<file path="config.mk">
export PLATFORM = sky130hd
export DESIGN_NAME = pipe_hazard_ctrl
export DESIGN_NICKNAME = d
export VERILOG_FILES = /design/src/rtl/pipe_hazard_ctrl.sv
export SDC_FILE = /design/constraint.sdc
export NUM_CORES = 1
export LEC_CHECK = 0
export CORE_ASPECT_RATIO = 2
export CORE_MARGIN = 2
export CORE_UTILIZATION = 52
export CTS_CLUSTER_SIZE = 8
export DETAILED_ROUTE_END_ITERATION = 16
export PLACE_DENSITY = 0.87
export SLEW_MARGIN = 40
export SYNTH_ARGS = -nofsm -noshare
export SYNTH_HDL_FRONTEND = slang
export SYNTH_SLANG_ARGS = --single-unit
</file>
<file path="constraint.sdc">
create_clock -name clk -period 6.98 [get_ports clk]
set_clock_uncertainty 0.05 [all_clocks]
set_input_delay 1.745 -clock clk [delete_from_list [all_inputs] [get_ports clk]]
set_output_delay 1.745 -clock clk [all_outputs]
set_load 0.02 [all_outputs]
</file>
<file path="src/rtl/pipe_hazard_ctrl.sv">
// Pipeline control for the five-stage Y86-64 pipeline: stall/bubble generation,
// exception drain/halt sequencing and saturating performance counters.
module pipe_hazard_ctrl #(
    parameter int          CNT_W    = 32,
    parameter logic [2:0]  STAT_AOK = 3'd1,
    parameter logic [2:0]  STAT_HLT = 3'd2,
    parameter logic [2:0]  STAT_ADR = 3'd3,
    parameter logic [2:0]  STAT_INS = 3'd4
) (
    input  logic             clk,
    input  logic             reset,
    input  logic [3:0]       D_Ins_Code,
    input  logic [3:0]       E_Ins_Code,
    input  logic [3:0]       M_Ins_Code,
    input  logic [3:0]       E_dstM,
    input  logic [3:0]       d_srcA,
    input  logic [3:0]       d_srcB,
    input  logic             e_Cnd,
    input  logic [2:0]       m_stat,
    input  logic [2:0]       W_stat,
    output logic             F_stall,
    output logic             D_stall,
    output logic             D_bubble,
    output logic             E_bubble,
    output logic             M_bubble,
    output logic             W_stall,
    output logic             set_cc,
    output logic             halted,
    output logic [2:0]       halt_stat,
    output logic [CNT_W-1:0] cycle_cnt,
    output logic [CNT_W-1:0] stall_cnt,
    output logic [CNT_W-1:0] flush_cnt
);

    localparam logic [3:0] I_MRMOVQ = 4'h5;
    localparam logic [3:0] I_OPQ    = 4'h6;
    localparam logic [3:0] I_JXX    = 4'h7;
    localparam logic [3:0] I_RET    = 4'h9;
    localparam logic [3:0] I_POPQ   = 4'hB;
    localparam logic [3:0] R_NONE   = 4'hF;

    typedef enum logic [1:0] {
        S_RUN    = 2'd0,
        S_DRAIN  = 2'd1,
        S_HALTED = 2'd2
    } state_t;

    state_t           r_state;
    state_t           w_next_state;
    logic [2:0]       r_halt_stat;
    logic [CNT_W-1:0] r_cycle_cnt;
    logic [CNT_W-1:0] r_stall_cnt;
    logic [CNT_W-1:0] r_flush_cnt;

    logic w_lu, w_rt, w_mp, w_m_exc, w_w_exc, w_active;

    function automatic logic f_exc(input logic [2:0] s);
        case (s)
            STAT_AOK:                     f_exc = 1'b0;
            STAT_HLT, STAT_ADR, STAT_INS: f_exc = 1'b1;
            default:                      f_exc = 1'b0;
        endcase
    endfunction

    assign w_lu = (E_Ins_Code == I_MRMOVQ || E_Ins_Code == I_POPQ) && E_dstM != R_NONE &&
                  (E_dstM == d_srcA || E_dstM == d_srcB);
    assign w_rt = (D_Ins_Code == I_RET) || (E_Ins_Code == I_RET) || (M_Ins_Code == I_RET);
    assign w_mp = (E_Ins_Code == I_JXX) && !e_Cnd;
    assign w_m_exc  = f_exc(m_stat);
    assign w_w_exc  = f_exc(W_stat);
    assign w_active = (r_state != S_HALTED);

    // NOTE: every output gets a default before the case so no latch is inferred.
    always_comb begin
        w_next_state = r_state;
        F_stall  = w_lu || w_rt;
        D_stall  = w_lu;
        D_bubble = w_mp || (w_rt && !w_lu);
        E_bubble = w_mp || w_lu;
        M_bubble = w_m_exc || w_w_exc;
        W_stall  = w_w_exc;
        set_cc   = (E_Ins_Code == I_OPQ) && !w_m_exc && !w_w_exc;
        halted   = 1'b0;
        case (r_state)
            S_RUN: begin
                if (w_w_exc)      w_next_state = S_HALTED;
                else if (w_m_exc) w_next_state = S_DRAIN;
            end
            S_DRAIN: begin
                if (w_w_exc) w_next_state = S_HALTED;
            end
            S_HALTED: begin
                F_stall  = 1'b1;
                D_stall  = 1'b1;
                D_bubble = 1'b0;
                E_bubble = 1'b1;
                M_bubble = 1'b1;
                W_stall  = 1'b1;
                set_cc   = 1'b0;
                halted   = 1'b1;
            end
            default: w_next_state = S_RUN;
        endcase
    end

    // NOTE: sequential state uses non-blocking assignments so all registers update together.
    always_ff @(posedge clk or posedge reset) begin
        if (reset) begin
            r_state     <= S_RUN;
            r_halt_stat <= 3'd0;
            r_cycle_cnt <= '0;
            r_stall_cnt <= '0;
            r_flush_cnt <= '0;
        end else begin
            r_state <= w_next_state;
            if (w_active && w_next_state == S_HALTED)
                r_halt_stat <= W_stat;
            // Counters stick at all-ones instead of wrapping.
            if (w_active && r_cycle_cnt != '1)
                r_cycle_cnt <= r_cycle_cnt + 1'b1;
            if (w_active && w_lu && r_stall_cnt != '1)
                r_stall_cnt <= r_stall_cnt + 1'b1;
            if (w_active && w_mp && r_flush_cnt != '1)
                r_flush_cnt <= r_flush_cnt + 1'b1;
        end
    end

    assign halt_stat = r_halt_stat;
    assign cycle_cnt = r_cycle_cnt;
    assign stall_cnt = r_stall_cnt;
    assign flush_cnt = r_flush_cnt;

endmodule

</file>
======== Word level (Yosys, flattened, before mapping) ========
Index checks and enable logic that the tools add are counted.
storage, ports and cells
  flip-flop bits (word level) ............. 101
  input port bits ......................... 33
  output and inout bits ................... 107
  word-level logic and storage cells ...... 72
operators by class
  add/sub/neg operators ................... 3
  eq/ne operators ......................... 23
  muxes and demuxes ....................... 14
  reductions and logical operators ........ 27
operators with widths
  cell                     number
  $add A32 B1 Y32 const B  3
  $ne A32 B32 Y1 const B   3
  $eq A4 B4 Y1 const B     4
  $eq A3 B2 Y1 const B     4
  $eq A4 B3 Y1 const B     3
  $logic_and A1 B1 Y1      12
  $mux W1                  10
  $eq A4 B4 Y1             2
  $logic_or A1 B1 Y1       8
  $eq A3 B3 Y1 const B     2
  $mux W2                  3
  $pmux W2 S3              1
  $reduce_or A3 Y1         2
  $eq A2 B2 Y1 const B     2
  $logic_not A1 Y1         4
  $ne A4 B4 Y1 const B     1
  $eq A2 B1 Y1 const B     1
  $logic_not A2 Y1         1
  $ne A2 B2 Y1 const B     1

======== Logic depth before layout (Yosys ltp) ========
Gate-level depths: netlist of the first run.
  depth after elaboration ................. 8
  mapped depth ............................ 9
  gate-level depth less buffers ........... 7

======== Worst setup path after synthesis of the first run ========
Ideal clock, no wire load.
  path type ............................... input-to-output
  start ................................... input m_stat[2]
  end ..................................... output set_cc
  data arrival time ....................... 2981 ps
  data required time ...................... 5185 ps
  path slack .............................. 2204 ps
  stages .................................. 3
  cells stage by stage .................... mux2_2 > or3_1 > nor3_1
on the way
  longest elaborated chain between the ends .. 7
  elaborated cells on any way between the ends .. 9
RTL lines
  what                                          line  source
  from (decl)                                   19    input logic [2:0] m_stat,
  $eq A3 B2 Y1 or $eq A3 B3 Y1 (tied branches)  58    case (s)
  $reduce_or A3 Y1 (*)                          58
  $mux W1 (*)                                   58
  $logic_not A1 Y1 (*)                          82    set_cc = (E_Ins_Code == I_OPQ) && !w_m_exc && !w_w_exc;
  $logic_and A1 B1 Y1 (*) (2 in a row)          82
  $mux W1 (*)                                   84    case (r_state)
  to (decl)                                     27    output logic set_cc,
Mark *: on every way between the ends. The rest lies on a longest branch, timed or not.

======== Worst setup path in the final report of the first run ========
  start ................................... input E_Ins_Code[2]
  end ..................................... output D_bubble
on the way
  longest elaborated chain between the ends .. 8
  elaborated cells on any way between the ends .. 14
RTL lines
  what                                          line  source
  from (decl)                                   13    input logic [3:0] E_Ins_Code,
  $eq A4 B3 Y1 or $eq A4 B4 Y1 (tied branches)  65    assign w_lu = (E_Ins_Code == I_MRMOVQ || E_Ins_Code == I_POPQ) && E_dstM != R_NONE &&
  $logic_or A1 B1 Y1                            65
  $logic_and A1 B1 Y1 (2 in a row)              65
  $logic_not A1 Y1                              78    D_bubble = w_mp || (w_rt && !w_lu);
  $logic_and A1 B1 Y1                           78
  $logic_or A1 B1 Y1 (*)                        78
  $mux W1 (*)                                   84
  to (decl)                                     23    output logic D_bubble,
Marks and branches as above.

==> results of run 1 <==
[layout by cell type (no fill, tap or decap), types with 8 or more instances in the layout]
master,n
sky130_fd_sc_hd__dfrtp_1,101
sky130_fd_sc_hd__nor2_1,26
sky130_fd_sc_hd__and3_1,21
sky130_fd_sc_hd__nand4_1,36
sky130_fd_sc_hd__and4_1,8
sky130_fd_sc_hd__xnor2_1,77
sky130_fd_sc_hd__nor3_1,15
sky130_fd_sc_hd__clkbuf_16,9
sky130_fd_sc_hd__xor2_1,21
sky130_fd_sc_hd__nand2_1,37
sky130_fd_sc_hd__a21oi_1,9
sky130_fd_sc_hd__nand3_1,45
sky130_fd_sc_hd__clkdlybuf4s50_1,139
[metal layers]
metal	global-route usage [%]	vias up	wire length (µm)
met4	13.84	0	381
met5	0	-	0
met3	5.540	28	795
met1	26.49	2076	4459
met2	47.27	184	7094
li1	-	1936	-
[cells by family after synthesis]
logic type / share of synthesized area [%]
AO/OA/AOI/OAI: 3.651
XOR/XNOR: 17.39
adder cells (fa/ha/maj): 0.7607
buffers and inverters: 1.319
flip-flops: 51.22
multiplexers: 0.8874
AND/OR/NAND/NOR: 24.77
[registers in the layout, summed over array words and instances (netlist names)]
register	cells
halt_stat	3
flush_cnt	32
stall_cnt	32
cycle_cnt	32
r_state	2
[power by group through the flow]
stage / clock, mW / combinational [mW] / sequential [mW]
finish: 0.482 / 0.129 / 0.628
detailed placement: 0 / 0.130 / 0.637
floorplan: 0 / 0.0415 / 0.652
CTS: 0.489 / 0.130 / 0.627
global route: 0.510 / 0.140 / 0.629
global placement: 0 / 0.126 / 0.636
[worst max-delay path, stage by stage]
cell and delay [ps]:
sky130_fd_sc_hd__clkdlybuf4s50_1 530, sky130_fd_sc_hd__and3b_1 190, sky130_fd_sc_hd__o211ai_1 210, sky130_fd_sc_hd__o21a_1 180
sky130_fd_sc_hd__inv_1 60, sky130_fd_sc_hd__o21ai_0 230, sky130_fd_sc_hd__clkdlybuf4s50_1 650
[cell type report]
type | instances | area share (%)
flip-flops and latches | 101 | 37.52
inverters | 7 | 0.4643
repair buffers | 140 | 20.77
clock inverters | 4 | 0.7244
clock buffers | 11 | 3.455
multi-input cells | 352 | 35.14
well taps | 104 | 1.932
[worst paths after layout]
check                                           from                   endpoint  slack, ps  depth (start not counted)
min in group asynchronous                      reset  stall_cnt[18]$_DFFE_PP0P_       1780                          2
max                                    E_Ins_Code[2]                   D_bubble       1380                          7
max in group asynchronous                      reset  flush_cnt[26]$_DFFE_PP0P_       4030                          3
min reg2reg                     r_state[0]$_DFF_PP0_       r_state[1]$_DFF_PP0_        430                          1
min                             r_state[0]$_DFF_PP0_       r_state[1]$_DFF_PP0_        430                          1
max reg2reg                cycle_cnt[23]$_DFFE_PP0P_  cycle_cnt[14]$_DFFE_PP0P_       4310                          6
==> flow_metrics.py, run 1 <==
metrics = {
    "status": {
        "status": "complete, no violations",
    },
    "placement": {
        "postPlaceCellArea_um2": 6455,
        "dp_worst_setup_slack_ps": 1405,
        "routabilityCongestion": 0.9698,
        "place.port_buffers": 139,
        "dpl.hpwl_um": 9747,
        "placed_cells_incl_taps": 704,
    },
    "routing": {
        "totalWireLength_um": 12730,
        "drt-vias-per-instance": 5.875,
        "drtAntennaViolNets": 0,
        "detailedRoute.firstIterationViolations": 190,
        "post_drt_wl_per_cell_um": 17.71,
        "drc_errors": 0,
        "route.vias.total": 4224,
        "router_iterations_before_antenna_repair": 5,
    },
    "critical_path": {
        "worst_setup_path_type": "input pin to output pin",
        "max_fo_critical_path": 4,
        "worst-endpoint-arrival_ps": 3810,
        "worst_setup_path_start_kind": "input pin",
        "end_kind": "output pin",
        "crit_required_ps": 5180,
    },
    "layout": {
        "fin_nets": 647,
        "area.sequential_um2": 2527,
        "multiInputGateArea_um2": 2367,
        "design_area_um2": 6736,
        "num_antenna_cells": 0,
        "post_route_cells_drive_above_1_share_pct": 5.041,
        "area.growth.synth_to_final_pct": 36.51,
        "fill_cells": 656,
        "fin_util_pct": 72.27,
        "final_cell_count_no_fill": 719,
    },
    "floorplanning": {
        "design.core.area_um2": 9321,
        "start_util_pct": 52.94,
        "floorplan.die_area_um2": 10330,
        "fp.dieH_um": 141.8,
        "core.rowCount": 50,
        "io_pins": 140,
        "die_w_um": 72.89,
    },
    "pwr": {
        "sequentialPowerShare_pct": 50.7,
        "share_clk_of_total_power_pct": 38.9,
        "p_int_uw": 940.1,
        "switching_share_pct": 24.11,
        "power.static_leakage_nw": 2.776,
        "power.density_cell_area_nw_per_um2": 183.9,
        "power_mw": 1.239,
        "p_comb_share_pct": 10.4,
        "switchingPower_uw": 298.7,
        "peakVddDrop_v": 0.0001177,
    },
    "sta": {
        "fin_worst_hold_slack_ps": 432.8,
        "totalNegativeSetupSlack_ps": 0,
        "final_min_period_over_clock_period_pct": 80.24,
        "timing.final.setup_violations": 0,
        "clock.fmax_mhz": 178.6,
        "timing.max_slew.rel_slack_pct": 51.93,
        "rsz0062_at_grt": "false",
        "report.final.hold_viol_count": 0,
        "worst-slew-pin-transition_ps": 715.5,
        "setup_slack_ps": 1379,
        "period_needed_ps": 5601,
        "timing_max_transition_violations_final": 0,
    },
    "synth": {
        "async_reset_ff_share_pct": 100.0,
        "total_standard_cell_area_after_synthesis_um2": 4935,
        "ys_types": 50,
        "mappedNetlistNets": 502,
        "postSynthRegisterBits": 101,
        "synth_top_cells_by_area": "sky130_fd_sc_hd__dfrtp_1 51%, sky130_fd_sc_hd__xnor2_1 14%, sky130_fd_sc_hd__nand3_1 4.6%",
        "synth-warning-count": 0,
        "synth_edf_count": 0,
        "synth_top_area_cell": "sky130_fd_sc_hd__dfrtp_1",
        "dominant_synthesized_flop_cell": "sky130_fd_sc_hd__dfrtp_1",
        "synth_top_cells_by_count": "101 x sky130_fd_sc_hd__dfrtp_1, 77 x sky130_fd_sc_hd__xnor2_1, 45 x sky130_fd_sc_hd__nand3_1",
        "synth-seq-area-share_pct": 51.22,
        "syn-instance-count": 466,
        "post-synth-top-count-cell": "sky130_fd_sc_hd__dfrtp_1",
        "post_synth.cell_area_avg_um2": 10.59,
        "post-synth-top-area-fraction_pct": 51.22,
    },
    "clock_network": {
        "clock_sinks": 101,
        "cts_root_buf": "sky130_fd_sc_hd__clkbuf_16",
        "insertion_delay_ps": 340,
        "cts_resized": 0,
        "post-cts-setup-buffers": 0,
        "tritoncts": "built",
        "cts-buffers-inserted": 9,
        "hold_buffers": 0,
        "cts-root-to-sink-buffers": 2,
        "clk_pin_slew_ps": 60,
        "htreeDepth": 3,
    },
    "flow_run": {
        "drv_cap": 0,
    },
    "global_routing": {
        "global_route_wire_length_before_repair_um": 21030,
        "grt_remaining_overflow": 0,
        "grt_max_degree": 56,
        "via_count_of_the_first_global_routing_pass": 4503,
        "grt.total_usage_pct": 25.90,
        "grt_antenna_before_repair": 0,
    },
    "worst_hold_path": {
        "worstHoldPathType": "register to register",
    },
}
(Power assumes the default switching activity.)
==> run 2: changes to the inputs <==
--- a/config.mk
+++ b/config.mk
@@ -7,10 +7,10 @@
 export LEC_CHECK = 0
 export CORE_ASPECT_RATIO = 2
 export CORE_MARGIN = 2
-export CORE_UTILIZATION = 52
+export CORE_UTILIZATION = 43
 export CTS_CLUSTER_SIZE = 8
 export DETAILED_ROUTE_END_ITERATION = 16
-export PLACE_DENSITY = 0.87
+export PLACE_DENSITY = 0.77
 export SLEW_MARGIN = 40
 export SYNTH_ARGS = -nofsm -noshare
 export SYNTH_HDL_FRONTEND = slang
==> constraint.sdc (replaced) <==
create_clock -name clk -period 4.6 [get_ports clk]
set_clock_uncertainty 0.05 [all_clocks]
set_input_delay 1.15 -clock clk [delete_from_list [all_inputs] [get_ports clk]]
set_output_delay 1.15 -clock clk [all_outputs]
set_load 0.02 [all_outputs]
==> run 2 against run 1 <==
Clock-buffer cell count fell by 2. Utilization is 12 points lower. Final cell count up 6.1%. Clock power rose by 59%. Combinational power up 50%. Setup slack got worse by 1100 ps. Sequential power increased by 52%. Final area increased by 1.2%. Die area is 20% higher. Largest power group unchanged.
==> flow_metrics.py, run 2 (synthesis gave the netlist of run 1 again) <==
metrics = {
    "sta": {
        "period_needed_ps": 4336,
        "rsz0062_at_grt": "false",
        "totalNegativeSetupSlack_ps": 0,
        "timing.final.setup_violations": 0,
        "final_min_period_over_clock_period_pct": 94.26,
        "report.final.hold_viol_count": 0,
        "clock.fmax_mhz": 230.6,
        "worst-slew-pin-transition_ps": 754.5,
        "timing.max_slew.rel_slack_pct": 49.31,
        "timing_max_transition_violations_final": 0,
    },
    "routing": {
        "drtAntennaViolNets": 0,
        "route.vias.total": 4258,
        "post_drt_wl_per_cell_um": 17.18,
        "drt-vias-per-instance": 5.581,
        "totalWireLength_um": 13110,
        "drc_errors": 0,
        "routed-wl-met2_um": 7263,
        "wirelength_met1_um": 4653,
        "router_iterations_before_antenna_repair": 6,
        "route.top_layer_used": "met4",
        "wl_met3_um": 687,
        "detailedRoute.firstIterationViolations": 211,
    },
    "layout": {
        "post_route_cells_drive_above_1_share_pct": 5.958,
        "mostFrequentLayoutCell": "sky130_fd_sc_hd__clkdlybuf4s50_1",
        "layout_common_cells": "139 x sky130_fd_sc_hd__clkdlybuf4s50_1, 101 x sky130_fd_sc_hd__dfrtp_1, 77 x sky130_fd_sc_hd__xnor2_1",
        "fin_nets": 652,
        "num_antenna_cells": 0,
        "area.growth.synth_to_final_pct": 38.18,
        "final_cell_count_no_fill": 763,
    },
    "global_routing": {
        "grt_antenna_before_repair": 0,
        "grt_remaining_overflow": 0,
        "global_route_wire_length_before_repair_um": 21490,
        "grt_max_degree": 41,
        "grt.total_usage_pct": 22.20,
        "via_count_of_the_first_global_routing_pass": 4444,
    },
    "clock_network": {
        "cts_resized": 0,
        "post-cts-setup-buffers": 0,
        "clock_sinks": 101,
        "cts_root_buf": "sky130_fd_sc_hd__clkbuf_16",
        "cts-root-to-sink-buffers": 2,
        "hold_buffers": 0,
        "tritoncts": "built",
        "insertion_delay_ps": 340,
        "cts-buffers-inserted": 9,
        "htreeDepth": 3,
        "clk_pin_slew_ps": 70,
    },
    "floorplanning": {
        "start_util_pct": 43.73,
        "die_w_um": 79.75,
        "io_pins": 140,
        "design.core.area_um2": 11290,
        "floorplan.die_area_um2": 12400,
        "core.rowCount": 55,
        "fp.dieH_um": 155.5,
    },
    "critical_path": {
        "worst_setup_path_start_kind": "input pin",
        "max_fo_critical_path": 7,
        "worst-endpoint-arrival_ps": 3140,
        "end_kind": "output pin",
        "worst_setup_path_type": "input pin to output pin",
        "crit_required_ps": 3400,
    },
    "pwr": {
        "power.density_cell_area_nw_per_um2": 280.3,
        "power.static_leakage_nw": 2.804,
        "power_mw": 1.911,
        "peakVddDrop_v": 0.0002063,
    },
    "placement": {
        "dpl.hpwl_um": 10060,
        "routabilityCongestion": 0.9159,
        "place.port_buffers": 139,
        "placed_cells_incl_taps": 747,
    },
    "worst_hold_path": {
        "worstHoldPathType": "register to register",
    },
    "flow_run": {
        "drv_cap": 0,
    },
    "status": {
        "status": "complete, no violations",
    },
}
==> run 2: changes by cell type in the layout (fill, tap and decap cells not counted), sizes merged <==
cell,delta
buf,+5
clkbuf,-2
clkinvlp,+2
inv,+1
==> run 2: path summary, 6_finish.rpt <==
check                                          startpoint                        end  slack [ps]  cells after the start
worst max-delay path                            W_stat[2]                     set_cc         260                      5
worst min-delay path            flush_cnt[18]$_DFFE_PP0P_  flush_cnt[18]$_DFFE_PP0P_         450                      1
worst max register to register  cycle_cnt[24]$_DFFE_PP0P_  cycle_cnt[10]$_DFFE_PP0P_        1920                      6
worst min register to register  flush_cnt[18]$_DFFE_PP0P_  flush_cnt[18]$_DFFE_PP0P_         450                      1
min in group asynchronous                           reset   stall_cnt[6]$_DFFE_PP0P_        1150                      2
max in group asynchronous                           reset  flush_cnt[25]$_DFFE_PP0P_        2560                      3
==> run 2: critical path, stage by stage <==
cell,delay [ps]
sky130_fd_sc_hd__clkdlybuf4s50_1,610
sky130_fd_sc_hd__mux2i_1,160
sky130_fd_sc_hd__or3_1,430
sky130_fd_sc_hd__nor3_1,160
sky130_fd_sc_hd__clkdlybuf4s50_1,640
==> run 2: layout make-up <==
| cell class | instances | area (µm²) |
|---|---|---|
| fillers | 954 | 4467 |
| well taps | 142 | 177.7 |
| flip-flops and latches | 101 | 2527 |
| clock buffers | 9 | 225.2 |
| repair buffers | 145 | 1436 |
| multi-input cells | 352 | 2349 |
| inverters | 7 | 31.28 |
| clock inverters | 7 | 72.57 |
==> run 2: report_power, final <==
| group | internal, mW | switching (mW) |
|---|---|---|
| combinational | 0.0961 | 0.0984 |
| sequential | 0.912 | 0.0411 |
| clock | 0.424 | 0.340 |
| total | 1.43 | 0.480 |
==> run 2: routing by layer <==
layer | GRT usage (%) | vias up
li1 | - | 1968
met1 | 22.49 | 2101
met2 | 41.62 | 153
met3 | 4.350 | 36
met4 | 11.38 | 0
met5 | 0 | -
==> run 2: through the flow <==
| stage | worst slack, ps | util (%) | cell area (µm²) | hold WS [ps] |
|---|---|---|---|---|
| global route | 110.1 | 60.42 | 6819 | 468.6 |
| finish | 264.1 | 60.42 | 6819 | 445.8 |
| CTS | 267.1 | 60.42 | 6819 | 447.1 |
| global placement | 276.7 | 57.73 | 6515 | 415.8 |
| detailed placement | 278.6 | 57.78 | 6521 | 434.8 |
| floorplan | 752.9 | - | 4935 | 394.2 |
==> run 3: changes to the inputs <==
--- a/config.mk
+++ b/config.mk
@@ -10,7 +10,8 @@
 export CORE_UTILIZATION = 43
 export CTS_CLUSTER_SIZE = 8
 export DETAILED_ROUTE_END_ITERATION = 16
-export PLACE_DENSITY = 0.77
+export HOLD_SLACK_MARGIN = 0.08
+export PLACE_DENSITY = 0.76
 export SLEW_MARGIN = 40
 export SYNTH_ARGS = -nofsm -noshare
 export SYNTH_HDL_FRONTEND = slang
==> run 3 against run 2 <==
Sequential power rose by 0.4%. Final area is 0.50% higher. Critical path type unchanged. Utilization grew 0.30 points. Flip-flop and latch count unchanged. Sequential share of layout area is 0.18 points lower. Clock power increased by 8.1%. Critical endpoint is now D_bubble. Routed wire length increased by 0.46%. Largest power group unchanged. Combinational power increased by 3%. Critical path depth grew 2.
==> flow_metrics.py, run 3 (synthesis gave the netlist of run 1 again) <==
metrics = {
    "status": {
        "status": "complete, no violations",
    },
    "routing": {
        "post_drt_wl_per_cell_um": 17.23,
        "detailedRoute.firstIterationViolations": 188,
        "route.vias.total": 4163,
        "totalWireLength_um": 13170,
        "drc_errors": 0,
        "router_iterations_before_antenna_repair": 4,
        "drtAntennaViolNets": 0,
        "drt-vias-per-instance": 5.449,
    },
    "clock_network": {
        "clock_sinks": 101,
        "post-cts-setup-buffers": 0,
        "htreeDepth": 3,
        "hold_buffers": 0,
        "cts_root_buf": "sky130_fd_sc_hd__clkbuf_16",
        "insertion_delay_ps": 340,
        "cts-root-to-sink-buffers": 2,
        "clk_pin_slew_ps": 70,
        "cts-buffers-inserted": 9,
        "tritoncts": "built",
        "cts_resized": 0,
    },
    "global_routing": {
        "grt_remaining_overflow": 0,
        "grt.total_usage_pct": 22.20,
        "grt_antenna_before_repair": 0,
        "gr-usage-met1_pct": 24.11,
        "global_route_wire_length_before_repair_um": 21770,
        "grt_max_degree": 46,
        "via_count_of_the_first_global_routing_pass": 4473,
        "global_route.peak_usage_layer": "met2",
        "gr-usage-met3_pct": 4.176,
        "met2_usage_pct": 41.30,
    },
    "placement": {
        "routabilityCongestion": 0.9066,
        "dpl.hpwl_um": 10160,
        "postPlaceCellArea_um2": 6529,
        "place.port_buffers": 139,
        "placed_cells_incl_taps": 748,
    },
    "sta": {
        "timing_max_transition_violations_final": 0,
        "clock.fmax_mhz": 230.3,
        "totalNegativeSetupSlack_ps": 0,
        "period_needed_ps": 4342,
        "final_min_period_over_clock_period_pct": 94.39,
        "worst-slew-pin-transition_ps": 685.3,
        "timing.max_slew.rel_slack_pct": 53.96,
        "report.final.hold_viol_count": 0,
        "rsz0062_at_grt": "false",
        "timing.final.setup_violations": 0,
    },
    "layout": {
        "post_route_cells_drive_above_1_share_pct": 5.949,
        "mostFrequentLayoutCell": "sky130_fd_sc_hd__clkdlybuf4s50_1",
        "final_cell_count_no_fill": 764,
        "multiInputGateArea_um2": 2349,
        "num_antenna_cells": 0,
        "fill_cells": 975,
        "fin_util_pct": 60.72,
        "design_area_um2": 6853,
        "layout_common_cells": "139 x sky130_fd_sc_hd__clkdlybuf4s50_1, 101 x sky130_fd_sc_hd__dfrtp_1, 77 x sky130_fd_sc_hd__xnor2_1",
        "fin_nets": 653,
        "area.growth.synth_to_final_pct": 38.87,
        "area.sequential_um2": 2527,
    },
    "floorplanning": {
        "fp.dieH_um": 155.5,
        "io_pins": 140,
        "die_w_um": 79.75,
        "start_util_pct": 43.73,
        "design.core.area_um2": 11290,
        "core.rowCount": 55,
        "floorplan.die_area_um2": 12400,
    },
    "critical_path": {
        "max_fo_critical_path": 4,
        "end_kind": "output pin",
        "worst_setup_path_type": "input pin to output pin",
        "ff2ff_path_depth": 6,
        "worst_setup_path_start_kind": "input pin",
        "crit_required_ps": 3400,
        "worst-endpoint-arrival_ps": 3140,
    },
    "pwr": {
        "power.static_leakage_nw": 2.823,
        "power.density_cell_area_nw_per_um2": 289.2,
        "power_mw": 1.982,
        "peakVddDrop_v": 0.0002102,
    },
    "flow_run": {
        "drv_cap": 0,
    },
    "worst_hold_path": {
        "worstHoldPathCells": 1,
        "worstHoldPathType": "register to register",
    },
}
[run 3: cell type report]
| class | instances | share of cell area (%) |
|---|---|---|
| repair buffers | 146 | 21.07 |
| flip-flops and latches | 101 | 36.88 |
| clock inverters | 5 | 1.187 |
| inverters | 7 | 0.4565 |
| multi-input cells | 352 | 34.27 |
| well taps | 142 | 2.593 |
| clock buffers | 11 | 3.542 |
[run 3: metrics by stage]
step,worst slack [ps],hold WS (ps)
2_1_floorplan,752.9,394.2
3_3_place_gp,284.4,420.1
3_5_place_dp,262.9,418.3
4_1_cts,239.8,427.7
5_1_grt,118.8,437.1
6_report,257.9,427.4
[run 3: where the power goes]
part           internal (mW)  switching (mW)
Combinational         0.0966           0.103
Clock                  0.493           0.333
Sequential             0.912          0.0452
[run 3: routing by layer]
| layer | up-vias | routed length, µm |
|---|---|---|
| met5 | - | 0 |
| met4 | 0 | 308 |
| met3 | 28 | 623 |
| met2 | 142 | 7408 |
| met1 | 2036 | 4826 |
| li1 | 1957 | - |
[run 3: critical path: stages]
cell and delay, ps:
sky130_fd_sc_hd__clkdlybuf4s50_1 510, sky130_fd_sc_hd__and3b_1 190, sky130_fd_sc_hd__o211ai_1 220, sky130_fd_sc_hd__o21a_1 180, sky130_fd_sc_hd__inv_1 60, sky130_fd_sc_hd__o21ai_0 190
sky130_fd_sc_hd__clkdlybuf4s50_1 640
[run 3: final timing paths]
check | startpoint | endpoint | slack, ps
setup / recovery | E_Ins_Code[2] | D_bubble | 260
hold / removal | r_state[0]$_DFF_PP0_ | r_state[1]$_DFF_PP0_ | 430
setup reg to reg | cycle_cnt[24]$_DFFE_PP0P_ | cycle_cnt[17]$_DFFE_PP0P_ | 1930
hold reg to reg | r_state[0]$_DFF_PP0_ | r_state[1]$_DFF_PP0_ | 430
max in group asynchronous | reset | cycle_cnt[21]$_DFFE_PP0P_ | 2520
min in group asynchronous | reset | stall_cnt[4]$_DFFE_PP0P_ | 1160
